===== config.mk =====
export PLATFORM = sky130hd
export DESIGN_NAME = seg7_scan_decoder
export DESIGN_NICKNAME = d
export VERILOG_FILES = /design/src/rtl/seg7_scan_decoder.sv
export SDC_FILE = /design/constraint.sdc
export NUM_CORES = 1
export LEC_CHECK = 0
export ABC_AREA = 1
export BUFFER_PORTS_ARGS = -buffer_cell sky130_fd_sc_hd__buf_2
export CAP_MARGIN = 20
export CORE_MARGIN = 2
export CORE_UTILIZATION = 50
export CTS_BUF_LIST = sky130_fd_sc_hd__clkbuf_4
export CTS_CLUSTER_DIAMETER = 30
export CTS_CLUSTER_SIZE = 8
export DETAILED_ROUTE_END_ITERATION = 8
export HOLD_SLACK_MARGIN = 0.05
export PLACE_DENSITY = 0.68
export SYNTH_ARGS = -nofsm -noshare
export SYNTH_HDL_FRONTEND = slang
export SYNTH_SLANG_ARGS = --single-unit

===== constraint.sdc =====
create_clock -name clk -period 3 [get_ports clk]
set_clock_uncertainty 0.2 [all_clocks]
set_input_delay 0.15 -clock clk [delete_from_list [all_inputs] [get_ports clk]]
set_output_delay 0.15 -clock clk [all_outputs]
set_load 0.05 [all_outputs]

===== src/rtl/seg7_scan_decoder.sv =====
// Receive-side decoder for an active-low multiplexed 7-segment bus (an/seg/dp).
// Waits for each digit to settle, decodes it to BCD and hands whole frames downstream.
module seg7_scan_decoder #(
   parameter int STABLE_CYCLES = 4,
   parameter int FRAME_TIMEOUT = 1000000
) (
   input  logic        clk,
   input  logic        rst,
   input  logic [3:0]  an,
   input  logic [6:0]  seg,
   input  logic        dp,
   output logic [15:0] digits,
   output logic [3:0]  dp_out,
   output logic [3:0]  digit_ok,
   output logic [3:0]  digit_seen,
   output logic        frame_valid,
   input  logic        frame_ready,
   output logic        overrun
);
   // state       | meaning
   // ST_WAIT     | no single active digit on the bus
   // ST_COUNT    | same {an,seg,dp} repeating, stability count running
   // ST_CAPTURED | digit already taken during this activation episode
   typedef enum logic [1:0] {ST_WAIT, ST_COUNT, ST_CAPTURED} state_t;

   localparam int CW = $clog2(STABLE_CYCLES + 1);
   localparam int TW = $clog2(FRAME_TIMEOUT + 1);
   localparam logic [CW-1:0] CNT_ONE  = CW'(1);
   localparam logic [CW-1:0] CNT_LAST = CW'(STABLE_CYCLES - 1);
   localparam logic [CW-1:0] CNT_MAX  = CW'(STABLE_CYCLES);
   localparam logic [TW-1:0] TMR_ONE  = TW'(1);
   localparam logic [TW-1:0] TMR_MAX  = TW'(FRAME_TIMEOUT);

   logic [11:0] sync_a, sync_b, prev;
   logic [6:0]  s_seg, pat;
   logic [3:0]  s_an;
   logic        s_dp;
   logic        single;
   logic [1:0]  idx;
   logic [3:0]  dec_val;
   logic        dec_ok;
   state_t      state, state_nx;
   logic [CW-1:0] cnt, cnt_nx;
   logic        capture, timeout, wrap, close;
   logic [15:0] wk_val;
   logic [3:0]  wk_ok, wk_dp, wk_seen;
   logic [1:0]  last_idx;
   logic [TW-1:0] timer;

   always_ff @(posedge clk) begin
      if (rst) begin
         sync_a <= '0;
         sync_b <= '0;
      end else begin
         sync_a <= {an, seg, dp};
         sync_b <= sync_a;
      end
   end

   assign s_an  = sync_b[11:8];
   assign s_seg = sync_b[7:1];
   assign s_dp  = sync_b[0];
   assign pat   = ~s_seg;

   always_comb begin
      single = 1'b1;
      idx    = 2'd0;
      case (s_an)
         4'b1110: idx = 2'd0;
         4'b1101: idx = 2'd1;
         4'b1011: idx = 2'd2;
         4'b0111: idx = 2'd3;
         default: single = 1'b0;
      endcase
   end

   always_comb begin
      dec_val = 4'hF;
      dec_ok  = 1'b1;
      case (pat)
         7'b0111111: dec_val = 4'd0;
         7'b0000110: dec_val = 4'd1;
         7'b1011011: dec_val = 4'd2;
         7'b1001111: dec_val = 4'd3;
         7'b1100110: dec_val = 4'd4;
         7'b1101101: dec_val = 4'd5;
         7'b1111101: dec_val = 4'd6;
         7'b0000111: dec_val = 4'd7;
         7'b1111111: dec_val = 4'd8;
         7'b1101111: dec_val = 4'd9;
         default:    dec_ok  = 1'b0;
      endcase
   end

   always_ff @(posedge clk) begin
      if (rst) begin
         state <= ST_WAIT;
         cnt   <= '0;
         prev  <= '0;
      end else begin
         state <= state_nx;
         cnt   <= cnt_nx;
         prev  <= sync_b;
      end
   end

   always_comb begin
      state_nx = state;
      cnt_nx   = cnt;
      capture  = 1'b0;
      if (!single) begin
         state_nx = ST_WAIT;
         cnt_nx   = '0;
      end else if (state == ST_WAIT || sync_b != prev) begin
         state_nx = ST_COUNT;
         cnt_nx   = CNT_ONE;
      end else if (state == ST_COUNT) begin
         if (cnt == CNT_LAST) begin
            capture  = 1'b1;
            state_nx = ST_CAPTURED;
         end
         if (cnt != CNT_MAX) cnt_nx = cnt + CNT_ONE;
      end
      // a timeout re-arms the FSM so a static display keeps producing frames
      if (timeout && !capture && single) begin
         state_nx = ST_COUNT;
         cnt_nx   = CNT_ONE;
      end
   end

   assign timeout = (wk_seen != 4'b0) && (timer == TMR_MAX);
   assign wrap    = capture && (wk_seen != 4'b0) && (idx <= last_idx);
   assign close   = wrap || timeout;

   always_ff @(posedge clk) begin
      if (rst) begin
         wk_val   <= '1;
         wk_ok    <= '0;
         wk_dp    <= '0;
         wk_seen  <= '0;
         last_idx <= '0;
         timer    <= '0;
      end else begin
         if (close) begin
            wk_val  <= '1;
            wk_ok   <= '0;
            wk_dp   <= '0;
            wk_seen <= '0;
         end
         // a capture on a closing edge lands in the freshly cleared set
         if (capture) begin
            wk_val[{idx, 2'b00} +: 4] <= dec_val;
            wk_ok[idx]   <= dec_ok;
            wk_dp[idx]   <= ~s_dp;
            wk_seen[idx] <= 1'b1;
            last_idx     <= idx;
         end
         if (capture && (wk_seen == 4'b0 || close)) timer <= TMR_ONE;
         else if (timeout) timer <= '0;
         else if (wk_seen != 4'b0 && timer != TMR_MAX) timer <= timer + TMR_ONE;
      end
   end

   always_ff @(posedge clk) begin
      if (rst) begin
         digits      <= 16'hFFFF;
         dp_out      <= '0;
         digit_ok    <= '0;
         digit_seen  <= '0;
         frame_valid <= 1'b0;
         overrun     <= 1'b0;
      end else if (close) begin
         digits      <= wk_val;
         dp_out      <= wk_dp;
         digit_ok    <= wk_ok;
         digit_seen  <= wk_seen;
         frame_valid <= 1'b1;
         if (frame_valid && !frame_ready) overrun <= 1'b1;
      end else if (frame_valid && frame_ready) begin
         frame_valid <= 1'b0;
      end
   end
endmodule


==> out/results.tsv, run 1 <==
metric	value	unit
Final Cell Area	6520	sq um
worst vdd ir	0.248	mV
DR iter-0 viols	349	
hpwl dp	8250	microns
I/O pin count	45	
maxcap violations	0	
min-delay worst type	flip-flop to flip-flop	
TritonCTS clock tree	built	
CTS Hold Bufs	26	
gr ovfl total	0	
cts bufs inserted	17	
hold slack final	0.197	ns
cell row count	39	
Finished Layout Cells	1054	
CTS root buf	clkbuf_4	
largest net degree at the start of global routing	56	
Crit. End Element	flip-flop	
RR Endpoint	digit_seen[0]$_SDFFE_PP0P_	
H-tree depth	4	
placed insts	995	
Worst-path clk slew	0.10	ns
first-pass GRT wire length	20500	microns
final wirelength	11800	microns
Core Region	11300	sq um
post-route setup TNS	0	ns
Fmax achieved	372	MHz
DRT Pass-1 Iters	7	
RSZ-0062 raised after global routing	false	
worst setup path category	flip-flop to flip-flop	
GRT Util Overall	20.2	%
CTS resizes	0	
Port Buffer Count	44	
Synth Net Count	854	
Hold EP	sync_b[5]$_SDFF_PP0_	
register bit count reported by yosys	121	
status	finished, final reports clean	
Final min period	2.69	ns
antenna-violating nets left	0	
DRC viols	0	
P_leak	0.00293	uW
final-report setup violation count	0	
Gate Count Post-Synth	825	
die area	12300	sq um
Final period util	89.6	%
count of different cell masters after synthesis	36	
Layout area overhead	13.8	%
Num Clock Sinks	121	
Post-CTS Setup Inserts	0	
final worst slack	0.312	ns
Post-Syn Area	5730	sq um
Hold Path Cell Cnt	2	
critical path arrival	2.93	ns
endpoints failing hold	0	
Yosys Warn Count	0	
Vias	5032	
Vias/cell	4.77	
slew at the pin closest to its max-slew limit	0.708	ns
die width	111	microns
reg-to-reg slack, setup	0.31	ns
Mapped Avg Cell Area	6.94	sq um
CTS Buffer Depth	2	
HP Start	sync_a[5]$_SDFF_PP0_	
placed cell area	6030	sq um
R2R depth	16	
die height	111	microns
critical path fanouts, max	46	
share of cells above drive strength 1	10.5	%
fin. max-slew vios	0	
routed len/inst	11.2	microns
critical path data required time	3.24	ns
initial antenna violation count	1	
sequential area share after synthesis	42.3	%
Power per Cell Area	422	nW/um^2
startpoint types	flip-flop	
final net count	926	
GPL Wtd Cong	0.909	
Slew HR	52.8	%
vias in the first global route	4703	
reg2reg start	sync_b[11]$_SDFF_PP0_	
initial core utilization	50.6	%
Worst-Skew Late Latency	0.54	ns
pre-CTS setup slack	0.308	ns
## state kept, by name, summed over array words and instances (netlist names), 3 cells and up
register,flops
wk_seen,4
sync_b,12
sync_a,12
digit_ok,4
digits,16
wk_val,16
digit_seen,4
cnt,3
wk_ok,4
prev,12
timer,20
dp_out,4
wk_dp,4
## layout by cell type, fill, tap and decap left out, drive strengths merged, types with 2 or more instances in the layout
| cell | n |
|---|---|
| nand4 | 28 |
| nand2 | 197 |
| clkbuf | 18 |
| xor2 | 17 |
| xnor2 | 6 |
| nand3 | 54 |
| nor3 | 12 |
| o21ai | 37 |
| inv | 132 |
| buf | 50 |
| a21oi | 26 |
| nand3b | 5 |
| nor2 | 145 |
| ha | 14 |
| dlygate4sd3 | 26 |
| dfxtp | 121 |
| or2 | 2 |
| clkinv | 13 |
## synthesized netlist by cell type (all sizes together)
cell | instances | area (sq um)
nand3 | 54 | 275
a21boi | 1 | 7.51
clkinv | 1 | 3.75
nor3 | 12 | 60.1
xnor2 | 6 | 52.6
ha | 14 | 175
a31oi | 1 | 6.26
o21bai | 1 | 7.51
xor2 | 17 | 149
and2 | 1 | 6.26
clkbuf | 8 | 31.3
o21ai | 37 | 185
buf | 15 | 109
nor2 | 145 | 593
o31ai | 1 | 12.5
inv | 132 | 495
nand4 | 28 | 190
nand2 | 197 | 767
nand3b | 5 | 37.5
dfxtp | 121 | 2420
or2 | 2 | 12.5
a21oi | 26 | 130
## report_power, final
part / switching [uW] / internal, uW
Sequential: 12.3 / 1620
Combinational: 97.0 / 63.8
Clock: 565 / 391
Total: 674 / 2080
## layer usage
| layer | up-vias | track usage, % | routed length [microns] |
|---|---|---|---|
| met5 | - | 0 | 0 |
| met4 | 0 | 7.08 | 162 |
| met3 | 14 | 5.58 | 507 |
| met2 | 103 | 34.2 | 5680 |
| met1 | 2212 | 24.8 | 5450 |
| li1 | 2703 | - | - |
## kinds of logic after synthesis
family,Yosys count,synth area share (%)
AO/OA/AOI/OAI,67,6.09
XOR/XNOR,23,3.52
AND/OR/NAND/NOR,444,33.9
flip-flops,121,42.3
buffers and inverters,156,11.2
adder cells (fa/ha/maj),14,3.06
## critical path, stage by stage (launching register included)
cell	delay (ns)
dfxtp_1	0.39
inv_1	0.09
nand2_1	0.08
nand3_2	0.15
inv_1	0.18
ha_1	0.27
inv_1	0.06
nor2_1	0.03
o21ai_0	0.14
nand2_1	0.07
inv_1	0.13
nand4_4	0.12
nand2_2	0.08
buf_4	0.39
nand2_1	0.10
nand2_1	0.07
nor2_1	0.05
## stage by stage
step / utilization (%) / power (uW)
2_1_floorplan: - / 1770
3_3_place_gp: 53.3 / 1810
3_5_place_dp: 53.3 / 1810
4_1_cts: 57.6 / 2800
5_1_grt: 57.6 / 2880
6_report: 57.6 / 2750
## worst max-delay path by stage
stage	from	end	slack, ns	cells after the start
final	sync_b[11]$_SDFF_PP0_	digit_seen[0]$_SDFFE_PP0P_	0.31	16
after detailed placement	sync_b[11]$_SDFF_PP0_	digit_seen[2]$_SDFFE_PP0P_	0.31	16
after floorplan	sync_b[9]$_SDFF_PP0_	wk_val[10]$_SDFF_PP1_	0.58	13
after global routing	sync_b[11]$_SDFF_PP0_	dp_out[3]$_SDFFE_PP0P_	0.02	16
after global placement	sync_b[10]$_SDFF_PP0_	digit_seen[0]$_SDFFE_PP0P_	0.41	16
after CTS	sync_b[11]$_SDFF_PP0_	digit_seen[2]$_SDFFE_PP0P_	0.29	16
## cell type report
| type | count | area (sq um) |
|---|---|---|
| Multi-Input combinational cell | 548 | 2670 |
| Inverter | 133 | 499 |
| Sequential cell | 121 | 2420 |
| Tap cell | 143 | 179 |
| Timing Repair Buffer | 76 | 526 |
| Clock inverter | 14 | 88.8 |
| Clock buffer | 18 | 135 |
| Antenna cell | 1 | 2.50 |
| Fill cell | 1127 | 4800 |
(Power assumes the default switching activity.)
==> run 2: changes to the inputs <==
- CORE_ASPECT_RATIO: default -> 0.9
- CORE_UTILIZATION: 50 -> 35
- PLACE_DENSITY: 0.68 -> default
- SKIP_CTS_REPAIR_TIMING: default -> 1
==> run 2 against run 1 <==
Compared with the run above:
- final area up 2.1%
- clock-buffer cell count unchanged
- register-to-register slack better by 0.02 ns
- setup slack better by 0.016 ns
- global-route usage down 5.3 points
- cell count up 6.2%
- utilization down 16 points
- sequential share of layout area down 0.75 points
- critical path depth down 2
- sequential power about the same
==> out/results.tsv, run 2 (synthesis gave the netlist of run 1 again) <==
metric	value	unit	change
GRT Util Overall	14.9	%	was 20.2%
critical path arrival	2.94	ns	was 2.93 ns
Power per Cell Area	438	nW/um^2	was 422 nW/um^2
switch share	25.2	%	was 24.5%
Sw Pwr	734	uW	was 674 uW
share of cells above drive strength 1	11.0	%	was 10.5%
Slew HR	49.3	%	was 52.8%
Worst-path clk slew	0.10	ns	about the same
RSZ-0062 raised after global routing	false		unchanged
Vias/cell	4.45		was 4.77
critical path data required time	3.26	ns	was 3.24 ns
most frequent cells in the layout	nand2_1 (190), nor2_1 (139), inv_1 (128)		unchanged
final worst slack	0.328	ns	was 0.312 ns
Top Registers	timer: 20 flops, digits: 16 flops, wk_val: 16 flops		unchanged
cts bufs inserted	17		unchanged
reg2reg start	sync_b[9]$_SDFF_PP0_		was sync_b[11]$_SDFF_PP0_
clock share of power	38.2	%	was 34.7%
worst setup path category	flip-flop to flip-flop		unchanged
min-delay worst type	flip-flop to flip-flop		unchanged
Port Buffer Count	44		unchanged
fin. max-slew vios	0		unchanged
pre-CTS setup slack	0.325	ns	was 0.308 ns
GR peak layer	met2		unchanged
Final period util	89.1	%	was 89.6%
Layout area overhead	16.2	%	was 13.8%
status	finished, final reports clean		unchanged
hpwl dp	8610	microns	was 8250 microns
total chip power	2910	uW	was 2750 uW
Reg power frac	56.2	%	was 59.4%
CTS root buf	clkbuf_4		unchanged
TritonCTS clock tree	built		unchanged
gr ovfl total	0		unchanged
GPL Wtd Cong	0.838		was 0.909
routed len/inst	11.0	microns	was 11.2 microns
final-report setup violation count	0		unchanged
die height	125	microns	was 111 microns
antenna-violating nets left	0		unchanged
max FFs per register	20		unchanged
CTS Buffer Depth	2		unchanged
DRC viols	0		unchanged
Logic pwr share	5.7	%	was 5.8%
DRT Pass-1 Iters	4		was 7
final net count	928		was 926
Finished Layout Cells	1119		was 1,054
maxcap violations	0		unchanged
HP Start	sync_a[0]$_SDFF_PP0_		was sync_a[5]$_SDFF_PP0_
placed insts	1061		was 995
DR iter-0 viols	272		was 349
die width	139	microns	was 111 microns
Internal	2180	uW	was 2080 uW
final wirelength	12300	microns	was 11,800 microns
Crit. End Element	flip-flop		unchanged
worst vdd ir	0.305	mV	was 0.248 mV
Final min period	2.67	ns	was 2.69 ns
Worst-Skew Late Latency	0.54	ns	about the same
endpoints failing hold	0		unchanged
startpoint types	flip-flop		unchanged
post-route setup TNS	0	ns	unchanged
Core Region	16100	sq um	was 11,300 sq um
vias in the first global route	4690		was 4,703
Biggest register	timer		unchanged
Num Clock Sinks	121		unchanged
slew at the pin closest to its max-slew limit	0.760	ns	was 0.708 ns
initial core utilization	35.6	%	was 50.6%
CP startpoint	sync_b[9]$_SDFF_PP0_		was sync_b[11]$_SDFF_PP0_
die area	17400	sq um	was 12,300 sq um
Fmax achieved	374	MHz	was 372 MHz
M1 GR Usage	19.4	%	was 24.8%
Vias	4978		was 5,032
cell row count	44		was 39
Final Util	41.4	%	was 57.6%
initial antenna violation count	1		unchanged
P_leak	0.00295	uW	was 0.00293 uW
I/O pin count	45		unchanged
fill cell count	1737		was 1,127
largest net degree at the start of global routing	45		was 56
first-pass GRT wire length	21400	microns	was 20,500 microns
most common cell after layout, fill and taps aside	nand2_1		unchanged
met2 usage	24.0	%	was 34.2%
H-tree depth	4		unchanged
met3 Use GR	3.79	%	was 5.58%
critical path fanouts, max	23		was 46
## run 2: cell count changes in the layout (fill, tap and decap cells not counted)
cell        previous run  this run
buf_4                  6         8
bufinv_16              1         2
clkinv_1               8         5
clkinv_2               5         1
clkinv_4               0         1
clkinvlp_4             1         3
inv_6                  0         2
## run 2: routing by layer
metal | wire (microns) | vias up
met5 | 0 | -
met4 | 167 | 0
met3 | 445 | 14
met2 | 5300 | 77
met1 | 6380 | 2189
li1 | - | 2698
## run 2: critical path, cell delays in order, from the launching register on
cell	delay, ns
dfxtp_1	0.38
nand2_1	0.10
inv_1	0.07
nand3_2	0.14
inv_1	0.18
ha_1	0.27
nand2_1	0.06
o21ai_0	0.07
nand2_1	0.06
inv_1	0.09
nand4_4	0.10
nand2_2	0.06
inv_1	0.56
nand2_1	0.11
a21oi_1	0.14
## run 2: power groups by stage
stage	Clock (uW)	Combinational, uW	Sequential, uW
final	1110	165	1640
after global routing	1220	188	1640
after CTS	1150	140	1640
after detailed placement	0	139	1670
after global placement	0	139	1670
after floorplan	0	102	1670
## run 2: per-stage QoR
| step | area [sq um] | hold WS, ns |
|---|---|---|
| floorplan | 5730 | 0.0570 |
| global placement | 6130 | 0.157 |
| detailed placement | 6130 | 0.159 |
| CTS | 6390 | -0.433 |
| global route | 6660 | 0.220 |
| finish | 6660 | 0.193 |
## run 2: worst paths after layout
path / to / slack (ns) / cells after the start
setup / recovery: wk_seen[1]$_SDFF_PP0_ / 0.33 / 14
hold / removal: sync_b[0]$_SDFF_PP0_ / 0.19 / 2
setup reg to reg: wk_seen[1]$_SDFF_PP0_ / 0.33 / 14
hold reg to reg: sync_b[0]$_SDFF_PP0_ / 0.19 / 2
## run 2: layout make-up
cell class	instances	area [sq um]	area share (%)
clock inverter	13	129	1.94
sequential	121	2420	36.4
clock buffer	18	135	2.03
multi-input combinational	548	2670	40.1
inverter	133	499	7.50
timing repair buffer	78	541	8.12
tap	207	259	3.89
antenna	1	2.50	0.0376
